==> src/rtl/seven_seg_mux_if.sv <==
`default_nettype none
// ============================================================================
//  Module      : seven_seg_mux_if
//  Description : Bundles the value, decimal-point, blanking and mode inputs
//                with the registered digit-enable, segment and frame outputs
//                of the seven_seg_mux display driver.
//                  DATA    [4*N_DIGITS] digit values, digit 0 rightmost
//                  DP      [N_DIGITS]   decimal point request, active-high
//                  BLANK   [N_DIGITS]   force digit dark, active-high
//                  HEX     [1]          render 10..15 as A..F
//                  LZ_EN   [1]          leading-zero suppression enable
//                  DIGIT   [N_DIGITS]   digit enables, active-low one-hot
//                  DISPLAY [8]          {a,b,c,d,e,f,g,dp}, active-low
//                  FRAME   [1]          pulse when digit 0 becomes active
//                master : value source side; slave : the display driver.
//  Revision    : 1.0  initial release
// ============================================================================
interface seven_seg_mux_if #(
    parameter int N_DIGITS = 4
);
    logic [4*N_DIGITS-1:0] DATA;
    logic [N_DIGITS-1:0]   DP;
    logic [N_DIGITS-1:0]   BLANK;
    logic                  HEX;
    logic                  LZ_EN;
    logic [N_DIGITS-1:0]   DIGIT;
    logic [7:0]            DISPLAY;
    logic                  FRAME;

    modport master (
        output DATA, DP, BLANK, HEX, LZ_EN,
        input  DIGIT, DISPLAY, FRAME
    );

    modport slave (
        input  DATA, DP, BLANK, HEX, LZ_EN,
        output DIGIT, DISPLAY, FRAME
    );
endinterface
`default_nettype wire

==> src/rtl/seven_seg_mux.sv <==
`default_nettype none
// ============================================================================
//  Module      : seven_seg_mux
//  Description : N-digit multiplexed seven-segment driver for a common-anode
//                display. Each digit stays lit for REFRESH_DIV clocks; the
//                scan runs digit 0 (rightmost) upward and wraps. All inputs
//                are snapshotted at the start of every frame so a frame never
//                mixes old and new values. Supports hex rendering, per-digit
//                decimal point and blanking, and leading-zero suppression.
//  Ports       : clk  - system clock, rising edge
//                rst  - synchronous active-high reset, display dark
//                bus  - seven_seg_mux_if.slave (values in, DIGIT/DISPLAY/
//                       FRAME out; outputs are registered, active-low)
//  Revision    : 1.0  initial release
// ============================================================================
module seven_seg_mux #(
    parameter int N_DIGITS    = 4,
    parameter int REFRESH_DIV = 50000,
    parameter int CNT_W       = 16
) (
    input  wire logic       clk,
    input  wire logic       rst,
    seven_seg_mux_if.slave  bus
);

    localparam int                 c_IDX_W    = (N_DIGITS > 1) ? $clog2(N_DIGITS) : 1;
    localparam logic [CNT_W-1:0]   c_CNT_LAST = CNT_W'(REFRESH_DIV - 1);
    localparam logic [c_IDX_W-1:0] c_IDX_LAST = c_IDX_W'(N_DIGITS - 1);

    // Refresh / scan state
    logic [CNT_W-1:0]      r_cnt;
    logic [c_IDX_W-1:0]    r_idx;

    // Frame snapshot
    logic [4*N_DIGITS-1:0] r_data;
    logic [N_DIGITS-1:0]   r_dp;
    logic [N_DIGITS-1:0]   r_blank;
    logic                  r_hex;
    logic                  r_lz;

    // Registered outputs
    logic [N_DIGITS-1:0]   r_digit;
    logic [7:0]            r_display;
    logic                  r_frame;

    logic                  w_tick;
    logic [c_IDX_W-1:0]    w_next_idx;
    logic                  w_frame_start;
    logic [4*N_DIGITS-1:0] w_data;
    logic [N_DIGITS-1:0]   w_dp;
    logic [N_DIGITS-1:0]   w_blank;
    logic                  w_hex;
    logic                  w_lz;
    logic [3:0]            w_val;
    logic                  w_dp_sel;
    logic                  w_blank_sel;
    logic                  w_upper_nz;
    logic                  w_suppress;
    logic [7:0]            w_code;

    // Active-low {a,b,c,d,e,f,g}
    function automatic logic [6:0] seg_code(input logic [3:0] v, input logic hex);
        logic [6:0] s;
        case (v)
            4'h0:    s = 7'b0000001;
            4'h1:    s = 7'b1001111;
            4'h2:    s = 7'b0010010;
            4'h3:    s = 7'b0000110;
            4'h4:    s = 7'b1001100;
            4'h5:    s = 7'b0100100;
            4'h6:    s = 7'b0100000;
            4'h7:    s = 7'b0001111;
            4'h8:    s = 7'b0000000;
            4'h9:    s = 7'b0000100;
            4'hA:    s = 7'b0001000;
            4'hB:    s = 7'b1100000;
            4'hC:    s = 7'b0110001;
            4'hD:    s = 7'b1000010;
            4'hE:    s = 7'b0110000;
            default: s = 7'b0111000;
        endcase
        if (!hex && (v > 4'd9)) begin
            s = 7'b1111111;
        end
        return s;
    endfunction

    assign w_tick        = (r_cnt == c_CNT_LAST);
    assign w_next_idx    = (r_idx == c_IDX_LAST) ? '0 : r_idx + 1'b1;
    assign w_frame_start = w_tick && (w_next_idx == '0);

    // On a frame-start tick digit 0 is rendered from the live inputs, which
    // are exactly what the snapshot captures on that same edge.
    assign w_data  = w_frame_start ? bus.DATA  : r_data;
    assign w_dp    = w_frame_start ? bus.DP    : r_dp;
    assign w_blank = w_frame_start ? bus.BLANK : r_blank;
    assign w_hex   = w_frame_start ? bus.HEX   : r_hex;
    assign w_lz    = w_frame_start ? bus.LZ_EN : r_lz;

    // Select the next digit's fields and look for any nonzero value at or
    // above it; if none, the digit is part of the leading-zero run.
    always_comb begin
        w_val       = 4'h0;
        w_dp_sel    = 1'b0;
        w_blank_sel = 1'b0;
        w_upper_nz  = 1'b0;
        for (int k = 0; k < N_DIGITS; k++) begin
            if (c_IDX_W'(k) == w_next_idx) begin
                w_val       = w_data[4*k +: 4];
                w_dp_sel    = w_dp[k];
                w_blank_sel = w_blank[k];
            end
            if ((c_IDX_W'(k) >= w_next_idx) && (w_data[4*k +: 4] != 4'h0)) begin
                w_upper_nz = 1'b1;
            end
        end
    end

    // Digit 0 is never suppressed so a zero value still shows "0".
    assign w_suppress = w_lz && (w_next_idx != '0) && !w_upper_nz;

    assign w_code = (w_blank_sel || w_suppress) ? 8'hFF
                                                : {seg_code(w_val, w_hex), ~w_dp_sel};

    always_ff @(posedge clk) begin
        if (rst) begin
            r_cnt     <= '0;
            r_idx     <= c_IDX_LAST;
            r_data    <= '0;
            r_dp      <= '0;
            r_blank   <= '0;
            r_hex     <= 1'b0;
            r_lz      <= 1'b0;
            r_digit   <= '1;
            r_display <= 8'hFF;
            r_frame   <= 1'b0;
        end else begin
            r_cnt   <= w_tick ? '0 : r_cnt + 1'b1;
            r_frame <= w_frame_start;
            if (w_tick) begin
                r_idx     <= w_next_idx;
                r_digit   <= ~(N_DIGITS'(1) << w_next_idx);
                r_display <= w_code;
            end
            if (w_frame_start) begin
                r_data  <= bus.DATA;
                r_dp    <= bus.DP;
                r_blank <= bus.BLANK;
                r_hex   <= bus.HEX;
                r_lz    <= bus.LZ_EN;
            end
        end
    end

    assign bus.DIGIT   = r_digit;
    assign bus.DISPLAY = r_display;
    assign bus.FRAME   = r_frame;

endmodule
`default_nettype wire

==> src/flat_wrapper.sv <==
// flat-port wrapper written by rule: the top's interface ports become plain ports
module seven_seg_mux_flat 
#(
    parameter int N_DIGITS    = 4,
    parameter int REFRESH_DIV = 50000,
    parameter int CNT_W       = 16
)
  (clk, rst, bus_DATA, bus_DP, bus_BLANK, bus_HEX, bus_LZ_EN, bus_DIGIT, bus_DISPLAY, bus_FRAME);
  seven_seg_mux_if #(.N_DIGITS(N_DIGITS)) bus_i ();
  input  wire logic clk;
  input  wire logic rst;
  input wire logic [$bits(bus_i.DATA)-1:0] bus_DATA;
  input wire logic [$bits(bus_i.DP)-1:0] bus_DP;
  input wire logic [$bits(bus_i.BLANK)-1:0] bus_BLANK;
  input wire logic [$bits(bus_i.HEX)-1:0] bus_HEX;
  input wire logic [$bits(bus_i.LZ_EN)-1:0] bus_LZ_EN;
  output wire logic [$bits(bus_i.DIGIT)-1:0] bus_DIGIT;
  output wire logic [$bits(bus_i.DISPLAY)-1:0] bus_DISPLAY;
  output wire logic [$bits(bus_i.FRAME)-1:0] bus_FRAME;
  assign bus_i.DATA = bus_DATA;
  assign bus_i.DP = bus_DP;
  assign bus_i.BLANK = bus_BLANK;
  assign bus_i.HEX = bus_HEX;
  assign bus_i.LZ_EN = bus_LZ_EN;
  assign bus_DIGIT = bus_i.DIGIT;
  assign bus_DISPLAY = bus_i.DISPLAY;
  assign bus_FRAME = bus_i.FRAME;
  seven_seg_mux #(.N_DIGITS(N_DIGITS), .REFRESH_DIV(REFRESH_DIV), .CNT_W(CNT_W)) u_core (.clk(clk), .rst(rst), .bus(bus_i));
endmodule
==> config.mk <==
export PLATFORM = sky130hd
export DESIGN_NAME = seven_seg_mux_flat
export DESIGN_NICKNAME = d
export VERILOG_FILES = /design/src/rtl/seven_seg_mux_if.sv /design/src/rtl/seven_seg_mux.sv /design/src/flat_wrapper.sv
export SDC_FILE = /design/constraint.sdc
export NUM_CORES = 1
export LEC_CHECK = 0
export ABC_AREA = 1
export CAP_MARGIN = 10
export CORE_AREA = 2 2 115 117
export CTS_CLUSTER_DIAMETER = 80
export CTS_CLUSTER_SIZE = 40
export DETAILED_ROUTE_END_ITERATION = 6
export DIE_AREA = 0 0 117 119
export GPL_TIMING_DRIVEN = 0
export SLEW_MARGIN = 30
export SYNTH_ARGS = -nofsm -noshare
export SYNTH_HDL_FRONTEND = slang
export SYNTH_SLANG_ARGS = --single-unit
==> constraint.sdc <==
create_clock -name clk -period 2.8 [get_ports clk]
set_input_delay 0.7 -clock clk [delete_from_list [all_inputs] [get_ports clk]]
set_output_delay 0.7 -clock clk [all_outputs]
set_load 0.01 [all_outputs]
### Yosys cells after proc, flatten, opt, wreduce, memory -nomap -nowiden

Memory sizes are Yosys's and may differ from the RTL's.
Cells that the tools add are included.

* register bits after elaboration: 57
* memory bits (read-only): 112
* output and inout port bits: 13
* word-level logic and storage cells: 68
* memories: 1

* $add $sub $neg: 2
* order comparisons: 5
* eq/ne operators: 5
* shift-type cells: 1
* multiplexer cells: 24
* bitwise gates (word level): 2
* reduce and logical (&&, ||, !) cells: 18

Memories
* (no name shown): words 16, width 7, rd ports 1, clocked after memory_dff 0, write ports 0, line seven_seg_mux.sv:64 `case (v)`

Operators with widths (count)
* 2-to-1 mux 4 bit: 6
* adder 16 x 1 -> 16 bit (second input constant): 1
* == test 16 bit (second input constant): 1
* 2-to-1 mux 16 bit: 1
* nonzero test 4 bit: 4
* 2-to-1 mux 1 bit: 14
* logical AND 1 bit: 8
* 2-to-1 mux 8 bit: 1
* 2-to-1 mux 7 bit: 1
* == test 2 bit (first input constant): 2
* >= comparator 1 x 2 -> 1 bit (first input constant): 2
* >= comparator 2 bit (first input constant): 2
* greater-than comparator 4 bit (second input constant): 1
* inverter 4 bit: 1
* << shifter 1 x 2 -> 4 bit (first input constant): 1
* adder 2 x 1 -> 2 bit (second input constant): 1
* == test 1 x 2 -> 1 bit (first input constant): 1
* == test 2 bit (second input constant): 1
* zero test 1 bit: 2
* zero test 2 bit: 1
* 2-to-1 mux 2 bit: 1
* nonzero test 2 bit: 1
* OR reduction 2 bit: 1
* logical OR 1 bit: 1
* inverter 1 bit: 1

### Longest topological paths before layout

Gate-level depths: netlist of the first run.

* word-level depth: 15
* mapped depth: 22
* gate-level depth less buffers: 21

### Least setup slack after synthesis of the first run

OpenSTA, ideal clock, no wires.

* path kind: flip-flop to flip-flop
* start: register u_core.r_cnt[0]
* end: register u_core.r_display[4], in the netlist u_core.bus.DISPLAY[4]
* library setup time: 0.064 ns
* arrival time: 2.372 ns
* required time: 2.736 ns
* slack: 0.365 ns
* cell stages (with the launch flop): 22
* buffers on the path: 1
* path through: dfxtp_1 > ha_1 > nand3_2 > nor2_4 > nand3_4 > buf_6 > inv_2 > nand2_1 > nand3_1 > nand2_1 > inv_1 > nand2_1 > nand2_1 > inv_1 > ha_1 > nand3_1 > inv_1 > nor2_1 > nand2_2 > nand2_2 > nor2_1 > nor2_1

* word-level cells in the longest chain between the ends: 13
* elaborated cells on any way between the ends: 36
* those cells by class: order compare: 1; eq/ne: 1; mux: 18; reduce/logical: 15; memory: 1

Ends and longest elaborated chain
* from (decl): line seven_seg_mux.sv:31 `logic [CNT_W-1:0] r_cnt;`
* from (signal assigned): line seven_seg_mux.sv:138 `r_cnt <= w_tick ? '0 : r_cnt + 1'b1;`
* == test 16 bit (*): line seven_seg_mux.sv:88 `assign w_tick = (r_cnt == c_CNT_LAST);`
* parallel branches: the longest is 12 deep, another holds memory (16 x 7 bit)
* to (signal assigned): line seven_seg_mux.sv:143 `r_display <= w_code;`
* to (decl): line seven_seg_mux.sv:43 `logic [7:0] r_display;`

Every way passes the cells marked *.
A chain may end at the register's enable or synchronous reset.

### Final worst setup path of the first run

* start: register u_core.r_cnt[10]
* end: register u_core.r_display[7], in the netlist u_core.bus.DISPLAY[7]

Same word-level chain as after synthesis.

==> flow_metrics.py, run 1 <==
metrics = {
    "outcome": {
        "status": "finished, final reports clean",
    },
    "floorplan": {
        "die_x_um": 117,
        "initial_core_util": 0.2421,
        "placement_rows": 42,
        "coreArea_um2": 12870,
        "die_y_um": 119,
        "dieArea_um2": 13920,
        "pin_count": 41,
    },
    "detailed_routing": {
        "routedWlPerCell_um": 11.98,
        "final_antenna_net_count": 0,
        "firstDrtPassIters": 4,
        "via_per_inst": 4.248,
        "initialDrtViolationCount": 148,
        "dr_total_vias": 2927,
        "remaining_drc_errors": 0,
        "wirelength_um": 8257,
    },
    "clocking": {
        "path_clk_slew_ps": 50,
        "cts_tree": "done",
        "cts.path.max_buffers": 2,
        "cts-root-buf": "clkbuf_16",
        "cts_buffers": 9,
        "clk-insertion-delay-late_ps": 330,
        "clock-sinks": 57,
        "hold_buffers": 0,
        "cts.htree.levels": 3,
    },
    "power_and_ir_drop": {
        "p_leak_uw": 0.001803,
        "total_power_uw": 2051,
        "vdd_drop_max_mv": 0.2474,
        "power_density_nw_per_um2": 495.5,
    },
    "setup_path": {
        "worstSetupPathType": "flop to flop",
        "setup.worst_path.start": "u_core.r_cnt[10]",
        "cp_max_fo": 10,
        "start_kind": "flop",
        "cp_common_cell": "nor2_1",
        "worstPathCellList": "nor2_4 > nand2_2 > nor2_4 > nand3_2 > buf_6 > or2_0 > o21ai_1 > nand2_1 > nand2_4 > inv_2 > ha_1 > nand3_1 > nor2_1 > nor2_1 > nand3_1 > nor2_1 > nor2_1",
        "r2r_slack_ps": 250,
        "worstReg2RegEnd": "u_core.bus.DISPLAY[7]",
        "max_stage_delay_ps": 360,
        "reg2regPathDepth": 17,
        "cpMaxStageDelayCell": "dfxtp_1",
        "rr_startpoint": "u_core.r_cnt[10]",
        "critical_path.endpoint": "u_core.bus.DISPLAY[7]",
        "crit_path_end_kind": "flop",
        "required_ps": 3020,
        "worstPathArrival_ps": 2770,
    },
    "yosys": {
        "synthTopCellsByArea": "dfxtp_1 37%, nand2_1 12%, nor2_1 9.2%",
        "ys_ff_latch": 57,
        "ys_top_cells_by_count": "96 x nand2_1, 76 x nor2_1, 59 x inv_1",
        "syn_inst": 454,
        "avgSynthCellArea_um2": 6.865,
        "syn_area_um2": 3117,
        "async_flop_share": 0,
        "synth_warnings": 0,
        "syn-num-nets": 494,
        "synth_edf_count": 0,
        "ys.flop_type": "dfxtp_1",
        "synth_top_cell_area_share": 0.3661,
        "yosysMostFrequentCell": "nand2_1",
        "yosysSeqAreaShare": 0.3661,
        "yosysTopAreaCell": "dfxtp_1",
        "synth_cell_types": 40,
    },
    "sta": {
        "relSlewSlack": 0.6539,
        "final_min_period_over_clock_period": 0.9106,
        "grt_setup_unrepaired": "no",
        "setup_violations": 0,
        "hold_viol": 0,
        "finalMaxSlewViolations": 0,
        "clock_skew_ps": 6.133,
        "fin_crit_ps": 2550,
        "finalWorstSetupSlack_ps": 250.3,
        "worst_slew_pin_slew_ps": 519.2,
        "fmax_ghz": 0.3922,
    },
    "placement": {
        "routabilityCongestion": 0.8549,
        "post-dp-hpwl_um": 6228,
        "dp_slack_ps": -124.8,
        "post-place-cells": 670,
        "port_buffers": 40,
    },
    "grt": {
        "grt_pass1_wl_um": 13570,
        "met2_usage": 0.1983,
        "busiest_layer": "met2",
        "track_usage": 0.1264,
        "grt_antenna_before_repair": 0,
        "grt_max_degree": 11,
        "met3_usage": 0.04936,
        "grt_pass1_vias": 2890,
        "overflow": 0,
        "use_met1": 0.1608,
    },
    "cells_and_area": {
        "syn_to_final_growth_pct": 32.80,
        "drive_gt1_frac": 0.1228,
        "nets": 548,
        "fin_cells": 689,
        "n_antenna_cell": 0,
    },
    "flow_run": {
        "max-cap-violations": 0,
    },
    "worst_hold_path": {
        "hold_path_class": "flop to flop",
    },
}
[worst min path at each step]
stage                            endpoint  cells after the start            start
after global placement    u_core.r_cnt[0]                      1  u_core.r_cnt[0]
after detailed placement  u_core.r_cnt[0]                      1  u_core.r_cnt[0]
after floorplan           u_core.r_cnt[0]                      1  u_core.r_cnt[0]
after CTS                 u_core.r_cnt[0]                      1  u_core.r_cnt[0]
final                     u_core.r_cnt[0]                      1  u_core.r_cnt[0]
after global routing      u_core.r_cnt[0]                      1  u_core.r_cnt[0]
[cell usage in the layout (no fill, tap or decap), types with 4 or more instances in the layout]
cell	netlist	final
nor3_1	4	4
dfxtp_1	57	53
clkinv_2	1	4
o21ai_1	4	4
nand4_1	11	11
a21oi_1	22	22
xor2_1	4	4
clkbuf_16	0	9
buf_4	1	4
o21ai_0	7	7
nand3_1	39	39
inv_1	59	58
nor2_1	76	74
nand2_1	96	95
clkbuf_1	6	6
ha_1	12	10
nand2_2	9	8
clkdlybuf4s50_1	0	40
dfxtp_2	0	4
[final cells by class]
cell class	instances	area [µm²]
buffer	12	85.08
clock buffer	10	229.0
clock inverter	6	82.58
fill	1383	8736
inverter	66	251.5
multi-input combinational	319	1702
sequential	57	1146
tap	176	220.2
timing repair buffer	43	422.9
[registers in the layout, summed over array words and instances (netlist names)]
register            count
u_core.r_hex            1
u_core.r_idx            2
u_core.bus.FRAME        1
u_core.r_data          16
u_core.r_dp             4
u_core.r_cnt           16
u_core.r_lz             1
u_core.bus.DIGIT        4
u_core.bus.DISPLAY      8
u_core.r_blank          4
[critical path, delay by kind of cell, from the launching register on]
kind	cells	cell delay (ps)
AND/OR/NAND/NOR	13	1500
flip-flops	1	360
buffers and inverters	2	230
AO/OA/AOI/OAI	1	130
adder cells (fa/ha/maj)	1	200
[power by group]
group          internal (µW)  switching (µW)  leakage, µW
combinational           40.9            29.0      0.00119
sequential               816            4.38     0.000462
clock                    773             387     0.000152
total                   1630             421      0.00180
[metrics by stage]
step | setup TNS, ps | instance area (µm²) | hold slack [ps] | util
after floorplan | 0 | 3117 | 417.6 | -
after global placement | -404.5 | 3737 | 432.1 | 0.2903
after detailed placement | -594.4 | 3737 | 440.9 | 0.2903
after CTS | 0 | 4066 | 448.2 | 0.3158
after global routing | 0 | 4139 | 477.2 | 0.3215
final | 0 | 4139 | 448.2 | 0.3215
[metal layers]
metal  part of all wire  up-vias
li1                   -     1540
met1               0.47     1324
met2               0.46       52
met3              0.056       11
met4              0.012        0
met5                  0        -
[repair_timing]
item,in CTS,in global routing
endpoints found under the hold margin,0,0
buffers inserted,2,1
pin swaps,2,4
gates resized for setup,1,19
setup endpoints to repair,7,7
[cell families after synthesis]
kind of cell	synth area share
AOI/OAI and AO/OA	0.07146
xor gates and xnor gates	0.01124
adders and majority gates	0.04817
buffers and inverters	0.1056
DFF	0.3661
muxes	0.009635
and+or+nand+nor	0.3878
(Power assumes the default switching activity.)
==> run 2, diff against run 1 <==
--- a/config.mk
+++ b/config.mk
@@ -13,7 +13,6 @@
 export DETAILED_ROUTE_END_ITERATION = 6
 export DIE_AREA = 0 0 117 119
 export GPL_TIMING_DRIVEN = 0
-export SLEW_MARGIN = 30
 export SYNTH_ARGS = -nofsm -noshare
 export SYNTH_HDL_FRONTEND = slang
 export SYNTH_SLANG_ARGS = --single-unit
==> results of run 2 <==
No change in the layout: final DEF, timing and power equal those of run 1.
==> run 3, diff against run 2 <==
--- a/config.mk
+++ b/config.mk
@@ -9,7 +9,6 @@
 export CAP_MARGIN = 10
 export CORE_AREA = 2 2 115 117
 export CTS_CLUSTER_DIAMETER = 80
-export CTS_CLUSTER_SIZE = 40
 export DETAILED_ROUTE_END_ITERATION = 6
 export DIE_AREA = 0 0 117 119
 export GPL_TIMING_DRIVEN = 0
==> results of run 3 <==
No change in the layout: final DEF, timing and power equal those of run 1.
